<file path="src/rtl/fisc_writeback_if.sv">
// fisc_writeback_if: ALU, load, scoreboard-lookup and register-file write port bundle
interface fisc_writeback_if #(
  parameter int DATA_W = 64
);
  logic              alu_valid;
  logic              alu_ready;
  logic [5:0]        alu_reg;
  logic [DATA_W-1:0] alu_data;
  logic              alu_wr;
  logic              alu_set_flags;
  logic [3:0]        alu_flags;
  logic              ld_issue;
  logic              ld_issue_ready;
  logic [5:0]        ld_issue_reg;
  logic              ld_valid;
  logic              ld_ready;
  logic [DATA_W-1:0] ld_data;
  logic [5:0]        chk_reg1;
  logic [5:0]        chk_reg2;
  logic              busy1;
  logic              busy2;
  logic              wr;
  logic [5:0]        wr_reg;
  logic [DATA_W-1:0] din;
  logic              set_flags;
  logic              flag_negative;
  logic              flag_zero;
  logic              flag_overflow;
  logic              flag_carry;
  modport master (
    output alu_valid, alu_reg, alu_data, alu_wr, alu_set_flags, alu_flags,
    output ld_issue, ld_issue_reg, ld_valid, ld_data, chk_reg1, chk_reg2,
    input  alu_ready, ld_issue_ready, ld_ready, busy1, busy2,
    input  wr, wr_reg, din, set_flags, flag_negative, flag_zero, flag_overflow, flag_carry
  );
  modport slave (
    input  alu_valid, alu_reg, alu_data, alu_wr, alu_set_flags, alu_flags,
    input  ld_issue, ld_issue_reg, ld_valid, ld_data, chk_reg1, chk_reg2,
    output alu_ready, ld_issue_ready, ld_ready, busy1, busy2,
    output wr, wr_reg, din, set_flags, flag_negative, flag_zero, flag_overflow, flag_carry
  );
endinterface

</file>
<file path="src/rtl/fisc_writeback.sv">
// fisc_writeback: merges ALU results and in-order load returns onto one registered register-file write with a pending-load scoreboard
module fisc_writeback #(
  parameter int DATA_W   = 64,
  parameter int LQ_DEPTH = 4
) (
  input logic              clk,
  input logic              rst,
  fisc_writeback_if.slave  bus
);
  localparam int PW = $clog2(LQ_DEPTH);
  localparam logic [PW:0] FULL = (PW+1)'(LQ_DEPTH);
  logic [63:0]       busy_q, busy_d;
  logic [5:0]        tags_q [LQ_DEPTH];
  logic [5:0]        tags_d [LQ_DEPTH];
  logic [PW-1:0]     wptr_q, wptr_d, rptr_q, rptr_d;
  logic [PW:0]       cnt_q, cnt_d;
  logic              wr_q, wr_d, set_flags_q, set_flags_d, out_is_load_q, out_is_load_d;
  logic [5:0]        wr_reg_q, wr_reg_d;
  logic [DATA_W-1:0] din_q, din_d;
  logic [3:0]        flags_q, flags_d;
  logic              ld_issue_ready, ld_ready, alu_ready;
  logic              issue_acc, ret_acc, alu_acc;
  assign ld_issue_ready = (cnt_q < FULL) && !busy_q[bus.ld_issue_reg];
  assign ld_ready       = cnt_q != '0;
  assign ret_acc        = bus.ld_valid && ld_ready;
  assign alu_ready      = !ret_acc && !(bus.alu_wr && busy_q[bus.alu_reg]);
  assign issue_acc      = bus.ld_issue && ld_issue_ready;
  assign alu_acc        = bus.alu_valid && alu_ready;
  assign bus.ld_issue_ready = ld_issue_ready;
  assign bus.ld_ready       = ld_ready;
  assign bus.alu_ready      = alu_ready;
  assign bus.busy1          = busy_q[bus.chk_reg1];
  assign bus.busy2          = busy_q[bus.chk_reg2];
  assign bus.wr             = wr_q;
  assign bus.wr_reg         = wr_reg_q;
  assign bus.din            = din_q;
  assign bus.set_flags      = set_flags_q;
  assign {bus.flag_negative, bus.flag_zero, bus.flag_overflow, bus.flag_carry} = flags_q;
  // Tag FIFO and scoreboard: clear on load commit first so a same-index issue set wins
  always_comb begin
    tags_d = tags_q;
    busy_d = busy_q;
    wptr_d = issue_acc ? wptr_q + 1'b1 : wptr_q;
    rptr_d = ret_acc ? rptr_q + 1'b1 : rptr_q;
    cnt_d  = cnt_q + (PW+1)'(issue_acc) - (PW+1)'(ret_acc);
    if (out_is_load_q) busy_d[wr_reg_q] = 1'b0;
    if (issue_acc) begin
      busy_d[bus.ld_issue_reg] = 1'b1;
      tags_d[wptr_q] = bus.ld_issue_reg;
    end
  end
  // Write-port arbitration: load return has fixed priority, flag-only ALU ops target r63
  always_comb begin
    wr_d          = ret_acc || (alu_acc && (bus.alu_wr || bus.alu_set_flags));
    set_flags_d   = alu_acc && bus.alu_set_flags;
    out_is_load_d = ret_acc;
    wr_reg_d      = ret_acc ? tags_q[rptr_q] :
                    alu_acc && bus.alu_wr ? bus.alu_reg :
                    alu_acc && bus.alu_set_flags ? 6'd63 : wr_reg_q;
    din_d         = ret_acc ? bus.ld_data : alu_acc && bus.alu_wr ? bus.alu_data : din_q;
    flags_d       = alu_acc && (bus.alu_wr || bus.alu_set_flags) ? bus.alu_flags : flags_q;
  end
  // State registers with synchronous reset discarding all outstanding loads
  always_ff @(posedge clk) begin
    if (rst) begin
      busy_q        <= '0;
      tags_q        <= '{default: '0};
      wptr_q        <= '0;
      rptr_q        <= '0;
      cnt_q         <= '0;
      wr_q          <= 1'b0;
      wr_reg_q      <= '0;
      din_q         <= '0;
      set_flags_q   <= 1'b0;
      flags_q       <= '0;
      out_is_load_q <= 1'b0;
    end else begin
      busy_q        <= busy_d;
      tags_q        <= tags_d;
      wptr_q        <= wptr_d;
      rptr_q        <= rptr_d;
      cnt_q         <= cnt_d;
      wr_q          <= wr_d;
      wr_reg_q      <= wr_reg_d;
      din_q         <= din_d;
      set_flags_q   <= set_flags_d;
      flags_q       <= flags_d;
      out_is_load_q <= out_is_load_d;
    end
  end
endmodule
</file>
<file path="src/flat_wrapper.sv">
// flat-port wrapper written by rule: the top's interface ports become plain ports
module fisc_writeback_flat 
#(
  parameter int DATA_W   = 64,
  parameter int LQ_DEPTH = 4
)
  (clk, rst, bus_alu_valid, bus_alu_reg, bus_alu_data, bus_alu_wr, bus_alu_set_flags, bus_alu_flags, bus_ld_issue, bus_ld_issue_reg, bus_ld_valid, bus_ld_data, bus_chk_reg1, bus_chk_reg2, bus_alu_ready, bus_ld_issue_ready, bus_ld_ready, bus_busy1, bus_busy2, bus_wr, bus_wr_reg, bus_din, bus_set_flags, bus_flag_negative, bus_flag_zero, bus_flag_overflow, bus_flag_carry);
  fisc_writeback_if #(.DATA_W(DATA_W)) bus_i ();
  input logic clk;
  input logic rst;
  input wire logic [$bits(bus_i.alu_valid)-1:0] bus_alu_valid;
  input wire logic [$bits(bus_i.alu_reg)-1:0] bus_alu_reg;
  input wire logic [$bits(bus_i.alu_data)-1:0] bus_alu_data;
  input wire logic [$bits(bus_i.alu_wr)-1:0] bus_alu_wr;
  input wire logic [$bits(bus_i.alu_set_flags)-1:0] bus_alu_set_flags;
  input wire logic [$bits(bus_i.alu_flags)-1:0] bus_alu_flags;
  input wire logic [$bits(bus_i.ld_issue)-1:0] bus_ld_issue;
  input wire logic [$bits(bus_i.ld_issue_reg)-1:0] bus_ld_issue_reg;
  input wire logic [$bits(bus_i.ld_valid)-1:0] bus_ld_valid;
  input wire logic [$bits(bus_i.ld_data)-1:0] bus_ld_data;
  input wire logic [$bits(bus_i.chk_reg1)-1:0] bus_chk_reg1;
  input wire logic [$bits(bus_i.chk_reg2)-1:0] bus_chk_reg2;
  output wire logic [$bits(bus_i.alu_ready)-1:0] bus_alu_ready;
  output wire logic [$bits(bus_i.ld_issue_ready)-1:0] bus_ld_issue_ready;
  output wire logic [$bits(bus_i.ld_ready)-1:0] bus_ld_ready;
  output wire logic [$bits(bus_i.busy1)-1:0] bus_busy1;
  output wire logic [$bits(bus_i.busy2)-1:0] bus_busy2;
  output wire logic [$bits(bus_i.wr)-1:0] bus_wr;
  output wire logic [$bits(bus_i.wr_reg)-1:0] bus_wr_reg;
  output wire logic [$bits(bus_i.din)-1:0] bus_din;
  output wire logic [$bits(bus_i.set_flags)-1:0] bus_set_flags;
  output wire logic [$bits(bus_i.flag_negative)-1:0] bus_flag_negative;
  output wire logic [$bits(bus_i.flag_zero)-1:0] bus_flag_zero;
  output wire logic [$bits(bus_i.flag_overflow)-1:0] bus_flag_overflow;
  output wire logic [$bits(bus_i.flag_carry)-1:0] bus_flag_carry;
  assign bus_i.alu_valid = bus_alu_valid;
  assign bus_i.alu_reg = bus_alu_reg;
  assign bus_i.alu_data = bus_alu_data;
  assign bus_i.alu_wr = bus_alu_wr;
  assign bus_i.alu_set_flags = bus_alu_set_flags;
  assign bus_i.alu_flags = bus_alu_flags;
  assign bus_i.ld_issue = bus_ld_issue;
  assign bus_i.ld_issue_reg = bus_ld_issue_reg;
  assign bus_i.ld_valid = bus_ld_valid;
  assign bus_i.ld_data = bus_ld_data;
  assign bus_i.chk_reg1 = bus_chk_reg1;
  assign bus_i.chk_reg2 = bus_chk_reg2;
  assign bus_alu_ready = bus_i.alu_ready;
  assign bus_ld_issue_ready = bus_i.ld_issue_ready;
  assign bus_ld_ready = bus_i.ld_ready;
  assign bus_busy1 = bus_i.busy1;
  assign bus_busy2 = bus_i.busy2;
  assign bus_wr = bus_i.wr;
  assign bus_wr_reg = bus_i.wr_reg;
  assign bus_din = bus_i.din;
  assign bus_set_flags = bus_i.set_flags;
  assign bus_flag_negative = bus_i.flag_negative;
  assign bus_flag_zero = bus_i.flag_zero;
  assign bus_flag_overflow = bus_i.flag_overflow;
  assign bus_flag_carry = bus_i.flag_carry;
  fisc_writeback #(.DATA_W(DATA_W), .LQ_DEPTH(LQ_DEPTH)) u_core (.clk(clk), .rst(rst), .bus(bus_i));
endmodule
</file>
<file path="config.mk">
export PLATFORM = sky130hd
export DESIGN_NAME = fisc_writeback_flat
export DESIGN_NICKNAME = d
export VERILOG_FILES = /design/src/rtl/fisc_writeback_if.sv /design/src/rtl/fisc_writeback.sv /design/src/flat_wrapper.sv
export SDC_FILE = /design/constraint.sdc
export NUM_CORES = 1
export LEC_CHECK = 0
export ABC_CLOCK_PERIOD_IN_PS = 4000
export BUFFER_PORTS_ARGS = -buffer_cell sky130_fd_sc_hd__buf_2
export CAP_MARGIN = 30
export CORE_MARGIN = 4
export CORE_UTILIZATION = 35
export CTS_BUF_LIST = sky130_fd_sc_hd__clkbuf_4 sky130_fd_sc_hd__clkbuf_8 sky130_fd_sc_hd__clkbuf_16
export CTS_CLUSTER_SIZE = 16
export DETAILED_ROUTE_END_ITERATION = 6
export GPL_ROUTABILITY_DRIVEN = 0
export GPL_TIMING_DRIVEN = 0
export PLACE_DENSITY_LB_ADDON = 0.3
export SYNTH_ARGS = -nofsm -noshare
export SYNTH_HDL_FRONTEND = slang
export SYNTH_SLANG_ARGS = --single-unit
</file>
<file path="constraint.sdc">
create_clock -name clk -period 4 [get_ports clk]
set_input_delay 0.2 -clock clk [delete_from_list [all_inputs] [get_ports clk]]
set_output_delay 0.2 -clock clk [all_outputs]
set_load 0.02 [all_outputs]
</file>
# Yosys cells after proc, flatten, opt, wreduce, memory -nomap -nowiden
# Index checks and enable logic that the tools add are counted.
# totals
regBits,172
input_bits,163
output_inout_bits,81
elab_cells,79
# op_classes
add_sub_neg,4
magnitude_cmp,11
n_mux,25
bitwise_logic,5
n_reduce_logical,20
# op_table
operator,n
64-bit two-way mux,4
64-bit bitwise AND,1
64-bit inverter,1
64-bit bitwise OR,1
6-bit two-way mux,6
"6-bit by 7-bit < comparator with 1-bit output, second input constant",5
1-bit binary-select mux with 6-bit select,4
24-bit bitwise mux,1
6-bit binary-select mux with 2-bit select,1
1-bit demux with 6-bit select,2
6-bit demux with 2-bit select,1
"6-bit by 1-bit greater-or-equal comparator with 1-bit output, second input constant",2
1-bit logical AND,12
"3-bit greater-or-equal comparator, second input constant",2
1-bit two-way mux,6
2-bit inverter with 3-bit output,2
3-bit nonzero test,2
"2-bit by 1-bit adder with 2-bit output, second input constant",2
3-bit by 1-bit adder with 3-bit output,1
1-bit zero test,3
"3-bit by 1-bit < comparator with 1-bit output, second input constant",1
"3-bit < comparator, second input constant",1
3-bit by 1-bit subtractor with 3-bit output,1
1-bit logical OR,2
2-bit nonzero test,1

# Depth between registers and ports, before layout
# Gate-level depths: netlist (run 1).
# logic_depth
word_depth,10
depth_mapped,14
ltp_nobuf,10

# Worst setup path before layout (run 1)
# Ideal clock, no wire load.
# synth_timing
path_kind,input -> register
from,input port bus_ld_issue_reg[1]
to,register u_core.cnt_q[1]
setup_time_ps,124
arrival_ps,2853
required_time_ps,3876
setup_slack_ps,1023
stages,11
n_path_buf,3
path_cell_list,buf_2 -> buf_2 -> mux4_1 -> mux2_2 -> a222oi_1 -> nand3_2 -> nor3b_4 -> buf_12 -> ha_1 -> fa_1 -> nor2b_1
# synth_via
elab_chain_cells,7
# synth_rtl
item,line_no,source
"start, declared",flat_wrapper.sv:18,input wire logic [$bits(bus_i.ld_issue_reg)-1:0] bus_ld_issue_reg;
1-bit binary-select mux with 6-bit select,fisc_writeback.sv:23,assign ld_issue_ready = (cnt_q < FULL) && !busy_q[bus.ld_issue_reg];
1-bit two-way mux (implied by the code),fisc_writeback.sv:23,
1-bit zero test,fisc_writeback.sv:23,
1-bit logical AND,fisc_writeback.sv:23,
1-bit logical AND,fisc_writeback.sv:27,assign issue_acc = bus.ld_issue && ld_issue_ready;
3-bit by 1-bit adder with 3-bit output,fisc_writeback.sv:45,cnt_d = cnt_q + (PW+1)'(issue_acc) - (PW+1)'(ret_acc);
3-bit by 1-bit subtractor with 3-bit output,fisc_writeback.sv:45,
via u_core.cnt_d[1],fisc_writeback.sv:16,"logic [PW:0] cnt_q, cnt_d;"
"end signal, assigned",fisc_writeback.sv:82,cnt_q <= cnt_d;
"end, declared",fisc_writeback.sv:16,
# The timed path passes the listed nets, and every way through them passes these cells. The select of a mux whose other input is x is not followed.
# A chain may end at the register's enable or synchronous reset.

# Worst setup path in the final report (run 1)
# layout_timing
from,register u_core.busy_q[23]
to,register u_core.cnt_q[1]
# layout_via
elab_chain_cells,7
# layout_rtl
item,line_no,source
"start, declared",fisc_writeback.sv:12,"logic [63:0] busy_q, busy_d;"
"start signal, assigned",fisc_writeback.sv:78,busy_q <= busy_d;
1-bit binary-select mux with 6-bit select,fisc_writeback.sv:23,
1-bit two-way mux (implied by the code),fisc_writeback.sv:23,
1-bit zero test,fisc_writeback.sv:23,
1-bit logical AND,fisc_writeback.sv:23,
1-bit logical AND,fisc_writeback.sv:27,
3-bit by 1-bit adder with 3-bit output,fisc_writeback.sv:45,
3-bit by 1-bit subtractor with 3-bit output,fisc_writeback.sv:45,
via u_core.cnt_d[1],fisc_writeback.sv:16,
# The timed path passes the listed nets, and every way through them passes these cells. The select of a mux whose other input is x is not followed.

==> results by group, run 1 <==
Run status
  – Status: finished, final reports clean

Timing
  – Final period utilization: 0.867
  – Max_slew headroom: 0.380
  – Slew Viols, Final: 0
  – Crit path time final: 3.47 ns
  – RSZ-0062 raised after global routing: false
  – Final hold violation count: 0
  – Post-route setup TNS: 0 ns
  – Clock skew: 0.0201 ns
  – Fmax achieved: 288 MHz
  – Final setup fails: 0
  – Final worst setup slack: 0.531 ns
  – Slew @ Worst Pin: 0.929 ns

Finish
  – Layout cells sized above 1: 0.273
  – Area grow syn2layout: 23.1%
  – Fill cells: 2,791
  – NumNets Final: 1,512

Floorplan
  – Io pins: 244
  – Die area: 31,500 um2
  – Row count: 61
  – Die width: 177 um
  – Die Y: 177 um
  – Initial core utilization: 0.358
  – Core Box Area: 28,000 um2

GRT
  – Vias in the first global route: 9,795
  – Initial antenna violation count: 6
  – Total GRT Usage: 0.245
  – First-pass GRT wire length: 58.9 mm
  – GRT overflow: 0
  – Largest net degree at the start of global routing: 21

Clock network
  – Post-CTS Setup Bufs: 0
  – TritonCTS buffer count: 17
  – TritonCTS clock tree: built
  – Latest clock arrival within the worst-skew pair: 0.45 ns
  – # H-tree levels: 4
  – Clk pin slew, worst setup/hold paths: 0.09 ns
  – CTS Sinks: 172
  – Clock Tree Root: clkbuf_16
  – Clock Path Buffers: 2

Synthesis
  – Mean Syn Cell Area: 9.23 um2
  – Mapped cell area: 10,000 um2
  – Synth area leader: dfxtp_1
  – Main flop type after synthesis: dfxtp_1
  – Synthesized instance count: 1,088
  – Synth top cells by count: dfxtp_1 (172), o21ai_0 (123), nor2_1 (96)
  – FF+latch count, synth: 172
  – Yosys warns: 0
  – Synth top area cells: dfxtp_1 (34%), mux4_2 (13%), mux2i_1 (6.2%)
  – Post-synthesis async set-or-reset flop share: 0
  – Most frequent cell after synthesis: dfxtp_1
  – Synth top area share: 0.343
  – Yosys cell types: 51
  – Post-Synthesis Net Count: 1,258
  – Register area share after synthesis: 0.343
  – EDFF count, synth: 0

Routing
  – ANT nets after route: 0
  – DRC Markers: 0
  – DRT Pass-1 Iters: 6
  – Final WL: 39.6 mm
  – DR WL/cell: 22.8 um
  – Via count: 10,100
  – Vias per cell: 5.84
  – DR iter-0 viols: 1,089

Power and ir drop
  – Pwr dens: 472 nW/um2
  – Leak: 4.79 nW
  – Peak supply drop: 0.277 mV

Worst setup path
  – Worst Path Arrival: 3.78 ns
  – Max FO, Critical Path: 10
  – Critical path type: flop to flop
  – Crit path max-delay cell type: a222oi_1
  – Worst path required time: 4.31 ns
  – Startpoint Class: flop
  – Critical path cell sequence: mux4_1 -> mux2_2 -> a222oi_1 -> nand3_2 -> nor3b_4 -> buf_12 -> ha_1 -> fa_1 -> nor2b_1
  – Slowest stage delay, CP: 0.59 ns
  – CP Capture Type: flop

Placement
  – Worst slack, placed: 0.288 ns
  – Dpl hpwl: 29.4 mm
  – I/O Buffers: 234

Min path
  – HP Class: input pin to flop

Flow run
  – Max Cap Violations: 0
[timing repair]
item                       CTS  global route
hold buffers                 1             0
setup endpoints to repair    0             0
hold endpoints to repair     1             0
gates resized for setup      0             0
[final cells by class]
cell class,instances,area (um2),share of cell area
clock buffers,17,425,0.0344
multi-input cells,804,6100,0.494
well taps,378,473,0.0383
flip-flops and latches,172,3440,0.279
plain buffers,102,463,0.0375
repair buffers,235,1180,0.0956
clock inverters,15,220,0.0178
inverters,10,37.5,0.00304
diodes,4,10.0,0.000810
[per-layer routing]
metal / routed length (um) / GRT usage / vias to the layer above
met5: 7 / 0 / -
li1: - / - / 4582
met3: 4270 / 0.0724 / 73
met4: 1230 / 0.0819 / 2
met2: 18100 / 0.389 / 609
met1: 16000 / 0.320 / 4883
[cell usage in the layout, fill, tap and decap left out, types with 15 or more instances in the layout]
cell type,instances
buf_2,240
dfxtp_1,172
o21ai_0,123
nor2_1,96
clkbuf_1,79
nand3_1,79
a311oi_1,69
mux2i_1,62
nand2_1,56
mux4_2,56
nor2b_1,40
nand3b_1,40
nand2b_1,34
o21ai_1,30
clkbuf_16,17
a22oi_1,15
[cells by family after synthesis]
logic type                 share of synthesized area
AOI/OAI and AO/OA                              0.171
xor gates and xnor gates                     0.00436
adders and majority gates                    0.00947
buffers and inverters                         0.0499
DFF                                            0.343
muxes                                          0.211
and+or+nand+nor                                0.212
[power by group]
group	switching [mW]	total, mW	internal (mW)
Combinational	1.22	1.87	0.655
Sequential	0.204	2.17	1.96
Clock	0.872	1.79	0.920
Total	2.29	5.83	3.54
[metrics by stage]
step / hold slack [ns] / std cells / power (mW) / utilization / cell area, um2
6_report: 0.0117 / 1737 / 5.83 / 0.441 / 12400
3_5_place_dp: 0.468 / 1700 / 4.04 / 0.417 / 11700
3_3_place_gp: 0.455 / 1700 / 4.03 / 0.417 / 11700
4_1_cts: 0.00301 / 1733 / 5.82 / 0.441 / 12300
5_1_grt: 0.00941 / 1737 / 6.09 / 0.441 / 12400
2_1_floorplan: 0.331 / 1088 / 3.33 / - / 10000
[path summary, 6_finish.rpt]
| kind | start | end | slack (ns) | depth (start not counted) |
|---|---|---|---|---|
| setup reg to reg | u_core.busy_q[23] | u_core.cnt_q[1] | 0.53 | 9 |
| hold / removal | bus_alu_flags[0] | u_core.flags_q[0] | 0.01 | 3 |
| setup / recovery | u_core.busy_q[23] | u_core.cnt_q[1] | 0.53 | 9 |
| hold reg to reg | u_core.tags_q[13] | u_core.tags_q[13] | 0.48 | 2 |
[worst max-delay path, delay by kind of cell, from the launching register on]
| family | cells | cell delay, ns |
|---|---|---|
| multiplexers | 2 | 0.79 |
| AND/OR/NAND/NOR | 3 | 0.73 |
| AO/OA/AOI/OAI | 1 | 0.59 |
| adder cells (fa/ha/maj) | 2 | 0.57 |
| flip-flops | 1 | 0.42 |
| buffers and inverters | 1 | 0.22 |
(Power assumes the default switching activity.)
==> run 2: changes to the inputs <==
--- a/config.mk
+++ b/config.mk
@@ -8,6 +8,9 @@
 export ABC_CLOCK_PERIOD_IN_PS = 4000
 export BUFFER_PORTS_ARGS = -buffer_cell sky130_fd_sc_hd__buf_2
 export CAP_MARGIN = 30
+export CELL_PAD_IN_SITES_DETAIL_PLACEMENT = 1
+export CELL_PAD_IN_SITES_GLOBAL_PLACEMENT = 1
+export CORE_ASPECT_RATIO = 1.4
 export CORE_MARGIN = 4
 export CORE_UTILIZATION = 35
 export CTS_BUF_LIST = sky130_fd_sc_hd__clkbuf_4 sky130_fd_sc_hd__clkbuf_8 sky130_fd_sc_hd__clkbuf_16
==> run 2 against run 1 <==
The flow now finishes with violations (DRC). Die area up 0.12%. Clock power down 3%. Wire length grew 8.6%. Critical endpoint unchanged. Combinational power is 3% higher. Setup slack better by 0.047 ns. Final area fell by 0.17%.
==> results by group, run 2 (same netlist as run 1, synthesis figures left out) <==
Finish
  – Area of the multi-input gates: 6100 um2
  – NumNets Final: 1,513
  – Commonest non-fill, non-tap cell in the layout: buf_2
  – Area grow syn2layout: 22.8%
  – Register cell area after layout: 3440 um2
  – Fin cells: 1,735
  – Fill cells: 3,386
  – Layout cells sized above 1: 0.274
  – Most frequent cells in the layout: buf_2 (240), dfxtp_1 (172), o21ai_0 (123), nor2_1 (96)
  – Final core utilization: 0.436

Worst setup path
  – Critical Path Source: u_core.busy_q[19]
  – CP Capture Type: flop
  – FF-to-FF Start: u_core.busy_q[19]
  – Max FO, Critical Path: 10
  – Slowest stage delay, CP: 0.53 ns
  – Crit path max-delay cell type: a222oi_1
  – Critical path cell sequence: mux4_1 -> mux2_2 -> a222oi_1 -> nand3_2 -> nor3b_4 -> buf_12 -> ha_1 -> fa_1 -> nor2b_1
  – Crit path to: u_core.cnt_q[1]
  – Startpoint Class: flop
  – Worst r2r path cells: 9
  – Critical path type: flop to flop
  – Worst Path Arrival: 3.74 ns
  – Reg2Reg Capture Point: u_core.cnt_q[1]
  – FF-to-FF setup slack: 0.58 ns
  – Worst path required time: 4.32 ns

GRT
  – GRT overflow: 0
  – First-pass GRT wire length: 64.5 mm
  – Largest net degree at the start of global routing: 17
  – Vias in the first global route: 10,800
  – Initial antenna violation count: 6
  – Total GRT Usage: 0.269

Power and ir drop
  – Leak: 4.78 nW
  – Clock power frac: 0.300
  – Combinational fraction of design power: 0.331
  – Peak supply drop: 0.300 mV
  – Net Sw Frac: 0.382
  – Internal power: 3.59 mW
  – Pwr dens: 471 nW/um2
  – Switching power: 2.22 mW
  – Flop pwr share: 0.369

Timing
  – Clock skew: 0.0144 ns
  – Final setup fails: 0
  – Final period utilization: 0.856
  – WHS: 0.0142 ns
  – Post-route setup TNS: 0 ns
  – Crit path time final: 3.42 ns
  – Slew @ Worst Pin: 0.952 ns
  – Max_slew headroom: 0.364
  – Slew Viols, Final: 0
  – Final hold violation count: 0
  – Final worst setup slack: 0.578 ns
  – Fmax achieved: 292 MHz
  – RSZ-0062 raised after global routing: false

Placement
  – I/O Buffers: 234
  – Cell count after placement: 1,697
  – Dpl hpwl: 31.6 mm
  – Worst slack, placed: 0.421 ns

Routing
  – DRT Pass-1 Iters: 7
  – Via count: 10,300
  – DR WL/cell: 24.8 um
  – ANT nets after route: 0
  – DR iter-0 viols: 694
  – Final WL: 43.0 mm
  – DRC Markers: 1
  – Vias per cell: 5.94

Clock network
  – Clock Path Buffers: 2
  – # H-tree levels: 4
  – Hold_buf cts: 0
  – CTS Sinks: 172
  – TritonCTS buffer count: 17
  – Clock Tree Root: clkbuf_16
  – Post-CTS Setup Bufs: 0
  – Latest clock arrival within the worst-skew pair: 0.45 ns
  – Clk pin slew, worst setup/hold paths: 0.07 ns
  – TritonCTS clock tree: built
  – Post-cts resize count: 0

Floorplan
  – Die width: 151 um
  – Die Y: 208 um
  – Initial core utilization: 0.355
  – Io pins: 244
  – Core Box Area: 28,300 um2
  – Die area: 31,500 um2
  – Row count: 73

Run status
  – Failing checks: DRC
  – Status: finished with violations

Min path
  – HP Class: input pin to flop

Flow run
  – Max Cap Violations: 0
## run 2: cell count changes in the layout (fill, tap and decap cells not counted), moves of 2 or more
| cell | before | now |
|---|---|---|
| inv_6 | 1 | 4 |
| buf_8 | 0 | 2 |
| inv_8 | 3 | 0 |
| clkinv_8 | 7 | 1 |
| clkbuf_8 | 0 | 2 |
| clkinvlp_4 | 0 | 4 |
## run 2: cell type report
class                      count  area share
inverter                      10     0.00304
clock inverter                13      0.0126
timing repair buffer         236      0.0974
sequential                   172       0.279
buffer                       102      0.0375
antenna                        4    0.000812
tap                          375      0.0380
multi-input combinational    804       0.495
clock buffer                  19      0.0367
## run 2: worst min path at each step
stage,start,end,cells past startpoint
after floorplan,bus_alu_valid,u_core.bus.set_flags,2
after global placement,u_core.tags_q[15],u_core.tags_q[15],2
after detailed placement,u_core.tags_q[17],u_core.tags_q[17],2
after CTS,bus_alu_flags[1],u_core.flags_q[1],3
after global routing,bus_alu_flags[0],u_core.flags_q[0],3
final,bus_alu_flags[1],u_core.flags_q[1],3
## run 2: per-stage QoR
| stage | power, mW | area, um2 |
|---|---|---|
| global placement | 4.04 | 11700 |
| CTS | 5.83 | 12300 |
| global route | 6.10 | 12300 |
| finish | 5.81 | 12300 |
| floorplan | 3.33 | 10000 |
| detailed placement | 4.08 | 11700 |
## run 2: routing by layer
layer | routed length, um | GRT usage | vias up
met2 | 21200 | 0.447 | 497
met3 | 3260 | 0.0662 | 153
li1 | - | - | 4579
met4 | 2640 | 0.160 | 6
met5 | 34 | 0 | -
met1 | 15900 | 0.310 | 5064
## run 2: critical path: cells and delay by family, from the launching register on
family          cells  cell delay [ns]
fa+ha+maj           2             0.58
mux                 2             0.82
buf+inv             1             0.22
compound gates      1             0.53
simple gates        3             0.74
flops               1             0.38
## run 2: power by group through the flow
| stage | Combinational [mW] | Sequential, mW | Clock (mW) |
|---|---|---|---|
| after detailed placement | 1.91 | 2.17 | 0 |
| after global routing | 2.08 | 2.18 | 1.85 |
| final | 1.92 | 2.15 | 1.74 |
| after global placement | 1.87 | 2.17 | 0 |
| after floorplan | 0.959 | 2.38 | 0 |
| after CTS | 1.92 | 2.14 | 1.77 |
